$ cat src/rtl/skolem_sweep_ctrl_pkg.sv
// Shared types and constants for the Skolem sweep controller.
package skolem_sweep_pkg;

    typedef enum logic [1:0] {
        IDLE,
        SETTLE,
        CHECK,
        DONE
    } state_t;

    localparam int DEF_W   = 4;
    localparam int DEF_LAT = 1;

    // Number of (s,t) vectors in an exhaustive sweep of width w.
    function automatic int vec_count(input int w);
        return 1 << (2 * w);
    endfunction

endpackage

$ cat src/rtl/skolem_sweep_ctrl_if.sv
// Host handshake, result and datapath operand signals of the sweep controller.
interface skolem_sweep_ctrl_if
    import skolem_sweep_pkg::*;
#(
    parameter int W = DEF_W
);
    logic           start;
    logic           busy;
    logic           done;
    logic           pass;
    logic [2*W:0]   fail_cnt;
    logic [W-1:0]   fail_s;
    logic [W-1:0]   fail_t;
    logic [W-1:0]   fail_x;
    logic [W-1:0]   sk_s;
    logic [W-1:0]   sk_t;
    logic [W-1:0]   sk_x;

    modport master (
        input  start, sk_x,
        output busy, done, pass, fail_cnt, fail_s, fail_t, fail_x, sk_s, sk_t
    );

    modport slave (
        output start, sk_x,
        input  busy, done, pass, fail_cnt, fail_s, fail_t, fail_x, sk_s, sk_t
    );
endinterface

$ cat src/rtl/skolem_sweep_ctrl_check.sv
// Invertibility-condition checker for (x*s) mod 2^W >=u t; swap this module for other operator pairs.
module bvmul_uge_ic_check #(
    parameter int W = 4
) (
    input  logic [W-1:0] s,
    input  logic [W-1:0] t,
    input  logic [W-1:0] x,
    output logic         ok
);
    logic [W-1:0] prod;
    logic [W-1:0] neg_s;
    logic [W-1:0] ic_bound;
    logic         ic;

    assign prod     = x * s;
    assign neg_s    = -s;
    // (-s | s) is the largest multiple of s reachable modulo 2^W.
    assign ic_bound = neg_s | s;
    assign ic       = (t <= ic_bound);
    assign ok       = !ic || (prod >= t);
endmodule

$ cat src/rtl/skolem_sweep_ctrl.sv
// Exhaustive (s,t) sweep driver and checker for a Skolem datapath.
// Optional macro SKOLEM_SWEEP_STOP_ON_FAIL_EN ends the sweep at the first failing vector.
module skolem_sweep_ctrl
    import skolem_sweep_pkg::*;
#(
    parameter int W   = DEF_W,
    parameter int LAT = DEF_LAT
) (
    input  logic                clk,
    input  logic                rst,
    skolem_sweep_ctrl_if.master bus
);
    localparam int             CW       = (LAT > 1) ? $clog2(LAT) : 1;
    localparam logic [CW-1:0]  CNT_LAST = CW'((LAT > 0) ? (LAT - 1) : 0);
    localparam logic [2*W-1:0] V_LAST   = (2*W)'(vec_count(W) - 1);
    localparam state_t         VEC_ST   = (LAT == 0) ? CHECK : SETTLE;

    state_t         state_q;
    logic [2*W-1:0] v_q;
    logic [2*W-1:0] v_inc;
    logic [CW-1:0]  cnt_q;
    logic           busy_q;
    logic           done_q;
    logic           pass_q;
    logic [2*W:0]   fail_cnt_q;
    logic [W-1:0]   fail_s_q;
    logic [W-1:0]   fail_t_q;
    logic [W-1:0]   fail_x_q;
    logic [W-1:0]   sk_s_q;
    logic [W-1:0]   sk_t_q;
    logic           ok;
    logic           last_vec;
    logic           stop_now;

    bvmul_uge_ic_check #(.W(W)) u_check (
        .s  (sk_s_q),
        .t  (sk_t_q),
        .x  (bus.sk_x),
        .ok (ok)
    );

    assign v_inc    = v_q + 1'b1;
    assign last_vec = (v_q == V_LAST);
`ifdef SKOLEM_SWEEP_STOP_ON_FAIL_EN
    assign stop_now = last_vec || !ok;
`else
    assign stop_now = last_vec;
`endif

    always_ff @(posedge clk) begin
        if (rst) begin
            state_q    <= IDLE;
            v_q        <= '0;
            cnt_q      <= '0;
            busy_q     <= 1'b0;
            done_q     <= 1'b0;
            pass_q     <= 1'b0;
            fail_cnt_q <= '0;
            fail_s_q   <= '0;
            fail_t_q   <= '0;
            fail_x_q   <= '0;
            sk_s_q     <= '0;
            sk_t_q     <= '0;
        end else begin
            case (state_q)
                IDLE: begin
                    if (bus.start) begin
                        v_q        <= '0;
                        cnt_q      <= '0;
                        busy_q     <= 1'b1;
                        done_q     <= 1'b0;
                        pass_q     <= 1'b0;
                        fail_cnt_q <= '0;
                        fail_s_q   <= '0;
                        fail_t_q   <= '0;
                        fail_x_q   <= '0;
                        sk_s_q     <= '0;
                        sk_t_q     <= '0;
                        state_q    <= VEC_ST;
                    end
                end
                SETTLE: begin
                    if (cnt_q == CNT_LAST) begin
                        state_q <= CHECK;
                    end else begin
                        cnt_q <= cnt_q + 1'b1;
                    end
                end
                CHECK: begin
                    if (!ok) begin
                        fail_cnt_q <= fail_cnt_q + 1'b1;
                        if (fail_cnt_q == '0) begin
                            fail_s_q <= sk_s_q;
                            fail_t_q <= sk_t_q;
                            fail_x_q <= bus.sk_x;
                        end
                    end
                    if (stop_now) begin
                        state_q <= DONE;
                    end else begin
                        v_q     <= v_inc;
                        sk_s_q  <= v_inc[W-1:0];
                        sk_t_q  <= v_inc[2*W-1:W];
                        cnt_q   <= '0;
                        state_q <= VEC_ST;
                    end
                end
                DONE: begin
                    busy_q  <= 1'b0;
                    done_q  <= 1'b1;
                    pass_q  <= (fail_cnt_q == '0);
                    state_q <= IDLE;
                end
                default: state_q <= IDLE;
            endcase
        end
    end

    assign bus.busy     = busy_q;
    assign bus.done     = done_q;
    assign bus.pass     = pass_q;
    assign bus.fail_cnt = fail_cnt_q;
    assign bus.fail_s   = fail_s_q;
    assign bus.fail_t   = fail_t_q;
    assign bus.fail_x   = fail_x_q;
    assign bus.sk_s     = sk_s_q;
    assign bus.sk_t     = sk_t_q;
endmodule
$ cat src/flat_wrapper.sv
// flat-port wrapper written by rule: the top's interface ports become plain ports
module skolem_sweep_ctrl_flat import skolem_sweep_pkg::*;
#(
    parameter int W   = DEF_W,
    parameter int LAT = DEF_LAT
)
  (clk, rst, bus_start, bus_sk_x, bus_busy, bus_done, bus_pass, bus_fail_cnt, bus_fail_s, bus_fail_t, bus_fail_x, bus_sk_s, bus_sk_t);
  skolem_sweep_ctrl_if #(.W(W)) bus_i ();
  input  logic clk;
  input  logic rst;
  input wire logic [$bits(bus_i.start)-1:0] bus_start;
  input wire logic [$bits(bus_i.sk_x)-1:0] bus_sk_x;
  output wire logic [$bits(bus_i.busy)-1:0] bus_busy;
  output wire logic [$bits(bus_i.done)-1:0] bus_done;
  output wire logic [$bits(bus_i.pass)-1:0] bus_pass;
  output wire logic [$bits(bus_i.fail_cnt)-1:0] bus_fail_cnt;
  output wire logic [$bits(bus_i.fail_s)-1:0] bus_fail_s;
  output wire logic [$bits(bus_i.fail_t)-1:0] bus_fail_t;
  output wire logic [$bits(bus_i.fail_x)-1:0] bus_fail_x;
  output wire logic [$bits(bus_i.sk_s)-1:0] bus_sk_s;
  output wire logic [$bits(bus_i.sk_t)-1:0] bus_sk_t;
  assign bus_i.start = bus_start;
  assign bus_i.sk_x = bus_sk_x;
  assign bus_busy = bus_i.busy;
  assign bus_done = bus_i.done;
  assign bus_pass = bus_i.pass;
  assign bus_fail_cnt = bus_i.fail_cnt;
  assign bus_fail_s = bus_i.fail_s;
  assign bus_fail_t = bus_i.fail_t;
  assign bus_fail_x = bus_i.fail_x;
  assign bus_sk_s = bus_i.sk_s;
  assign bus_sk_t = bus_i.sk_t;
  skolem_sweep_ctrl #(.W(W), .LAT(LAT)) u_core (.clk(clk), .rst(rst), .bus(bus_i));
endmodule
$ cat config.mk
export PLATFORM = sky130hd
export DESIGN_NAME = skolem_sweep_ctrl_flat
export DESIGN_NICKNAME = d
export VERILOG_FILES = /design/src/rtl/skolem_sweep_ctrl_pkg.sv /design/src/rtl/skolem_sweep_ctrl_if.sv /design/src/rtl/skolem_sweep_ctrl_check.sv /design/src/rtl/skolem_sweep_ctrl.sv /design/src/flat_wrapper.sv
export SDC_FILE = /design/constraint.sdc
export NUM_CORES = 1
export LEC_CHECK = 0
export ABC_AREA = 1
export BUFFER_PORTS_ARGS = -buffer_cell sky130_fd_sc_hd__clkbuf_2
export CORE_MARGIN = 1.5
export CORE_UTILIZATION = 39
export CTS_BUF_LIST = sky130_fd_sc_hd__clkbuf_8
export DETAILED_ROUTE_END_ITERATION = 8
export PLACE_DENSITY = 0.57
export SYNTH_ARGS = -nofsm -noshare
export SYNTH_HDL_FRONTEND = slang
export SYNTH_HIERARCHICAL = 1
export SYNTH_SLANG_ARGS = --single-unit
$ cat constraint.sdc
create_clock -name clk -period 3.6 [get_ports clk]
set_clock_uncertainty 0.05 [all_clocks]
set_input_delay 0.36 -clock clk [delete_from_list [all_inputs] [get_ports clk]]
set_output_delay 0.36 -clock clk [all_outputs]
set_load 0.02 [all_outputs]
==> qor.yml <==
job:
  max-cap-violations: 0
global_routing:
  track_usage_pct: 18.9
  grt_max_degree: 21
  grt_pass1_vias: 1861
  antenna_found_initial: 0
  grt_overflow: 0
  grt_first_pass_wirelength_um: 9110
sta:
  finalSetupViolations: 0
  hold_viol: 0
  min_period_over_period_pct: 87.9
  rsz0062_at_grt: "false"
  tightest_slew_ps: 413
  fin_crit_ps: 3160
  maxSlewViolCount: 0
  fmax_mhz: 316
  maxSlewHeadroom_pct: 72.5
  tns_ps: 0
critical_path:
  required_ps: 3740
  reg2reg_to: "u_core/bus.fail_t[3]"
  worst-setup-path-type: "reg -> reg"
  startpoint_type: "flop"
  reg2reg_from: "u_core/v_q[1]"
  worst-r2r-cell-count: 22
  arrival_ps: 3300
  reg2reg_slack_ps: 440
  cp-end-kind: "flop"
  worst-path-max-fanout: 19
synthesis:
  synth.most_common_cell: "nand2_1"
  synth_seq_cells: 34
  async_flop_share_pct: 0
  yosysWarningCount: 6
  ys_types: 31
  synth_area_leader_cell: "dfxtp_1"
  syn_inst: 318
  synth_top_area_share_pct: 31.7
  syn_nets: 340
  synthFlopType: "dfxtp_1"
  syn_area_per_cell_um2: 6.76
  ys_seq_area_share_pct: 31.7
  synth.area.top_cells: "dfxtp_1, nand2_1, ha_1"
  syn_area_um2: 2150
  synth-edff-count: 0
  synthTopCellsByCount: "nand2_1, nor2_1, inv_1, dfxtp_1, a21oi_1"
clock_tree:
  h-tree-depth: 2
  hold_buffers: 0
  cts_sinks: 34
  clkTransAtPathRegs_ps: 70
  cts_tree: "done"
  numCtsBuffers: 5
  post_cts_buffers: 0
  clockBufferDepth: 2
  clk_latency_ps: 290
  cts_resized: 0
  clockRootBuffer: "clkbuf_8"
power_and_ir_drop:
  peakVddDrop_uv: 200
  p_total_uw: 841
  p_leak_nw: 1.15
  cellPowerDensity_nw_per_um2: 340
place:
  io_buffers: 38
  place_congestion: 0.809
  detailed_place.area_um2: 2380
  hpwl_um: 3710
layout:
  final_util_pct: 47.5
  antenna_cells: 0
  drive_gt1_share_pct: 21.5
  area_growth_pct: 15.0
  num-nets-final: 379
  fill_cells: 553
  final_area_um2: 2470
drt:
  wl_per_cell_um: 12.3
  dr.first_iter.drc_count: 127
  vias: 2132
  drc_errors: 0
  first_pass_iters: 4
  viasPerCell: 4.98
  totalWireLength_um: 5270
  ant_nets: 0
min_path:
  hold_start: "bus_sk_x[3]"
  hold_depth: 3
  hold_end: "u_core/bus.fail_x[3]"
  hp-class: "in -> reg"
die:
  row_count: 26
  dieArea_um2: 5960
  start_util_pct: 41.3
  die_w_um: 77.2
  die_y_um: 77.2
  coreArea_um2: 5200
  pin_count: 39
status:
  outcome: "completed"
## kinds of logic (layout without fill, tap and decap cells)
group,Yosys count,after routing,synth area share [%]
AOI/OAI and AO/OA,43,43,10.3
DFF,34,34,31.7
and+or+nand+nor,171,171,37.8
adders and majority gates,15,15,8.74
buffers and inverters,55,95,11.5
## worst max-delay path by stage
stage / cells past startpoint / slack (ps) / startpoint / end
2_1_floorplan: 23 / 480 / u_core/v_q[1] / u_core/bus.fail_s[3]
3_3_place_gp: 24 / 310 / bus_sk_x[0] / u_core/bus.fail_t[3]
5_1_grt: 24 / 80 / u_core/v_q[1] / u_core/bus.fail_t[3]
6_report: 22 / 440 / u_core/v_q[1] / u_core/bus.fail_t[3]
4_1_cts: 22 / 430 / u_core/v_q[1] / u_core/bus.fail_t[3]
3_5_place_dp: 23 / 240 / bus_sk_x[1] / u_core/bus.fail_t[3]
## cell type report
cell class	count	area, um2	share of cell area (%)
repair buffers	42	220	8.91
clock inverters	2	8.76	0.354
clock buffers	6	82.6	3.34
flip-flops and latches	34	681	27.5
well taps	70	87.6	3.54
multi-input cells	229	1220	49.4
inverters	45	171	6.94
## state kept, by name, indices dropped and copies added, names as in the netlist
signal and cells:
u_core/bus.fail_cnt 9, u_core/v_q 8, u_core/bus.fail_s 4, u_core/bus.fail_t 4
u_core/bus.fail_x 4, u_core/state_q 2, u_core/bus.busy 1, u_core/bus.done 1
u_core/bus.pass 1
## layout by cell type, fill, tap and decap left out
master / synthesis / final
nand2_4: 1 / 1
inv_4: 1 / 1
o21a_1: 1 / 1
clkbuf_2: 0 / 38
nand3_4: 1 / 1
ha_1: 15 / 15
nand3b_1: 1 / 1
inv_1: 37 / 38
nor2_1: 45 / 45
o21ai_1: 3 / 3
buf_4: 3 / 4
nor4_1: 1 / 1
nand3_1: 24 / 24
clkinv_1: 2 / 2
nand2_1: 62 / 62
inv_2: 5 / 5
clkbuf_8: 0 / 6
nand3_2: 4 / 4
a21oi_1: 30 / 30
nor2_4: 2 / 2
nor3_1: 2 / 2
dfxtp_1: 34 / 34
nand2_2: 10 / 10
a21boi_1: 1 / 1
nor2_2: 3 / 3
or2_2: 1 / 1
o21ai_0: 8 / 8
clkinv_2: 0 / 1
nand4_1: 14 / 14
## where the power goes
group / internal (mW) / switching (mW) / leakage, nW
clock network: 0.151 / 0.141 / 0.0524
logic: 0.0490 / 0.105 / 0.824
registers: 0.385 / 0.00978 / 0.276
total: 0.586 / 0.256 / 1.15
## per-layer routing
| metal | wire length, um | global-route usage (%) | vias up |
|---|---|---|---|
| met1 | 2630 | 27.1 | 963 |
| met5 | 0 | 0 | - |
| met4 | 89 | 6.36 | 0 |
| met2 | 2320 | 28.0 | 49 |
| li1 | - | - | 1111 |
| met3 | 228 | 3.93 | 9 |
## worst max-delay path: stages (launching register included)
cell and delay [ps]:
dfxtp_1 320, nand2_1 60, inv_1 40, ha_1 280, ha_1 280, ha_1 220, inv_1 70, nand2_1 60
nand3_2 70, nand2_2 50, nand3_1 70, nand2_1 60, ha_1 280, a21oi_1 140, o21ai_1 70, nor2_1 80
nand2_1 50, inv_1 60, nand2_2 60, nand2_4 210, nand2_2 220, a21oi_1 190, nor2_1 60
## through the flow
step           instances  hold WS (ps)  worst slack (ps)
6_report             428           310               435
5_1_grt              428           310              79.4
4_1_cts              428           304               434
3_5_place_dp         420           392               238
3_3_place_gp         420           386               308
2_1_floorplan        318           455               480
No activity file was read; power rests on OpenSTA's default activity.
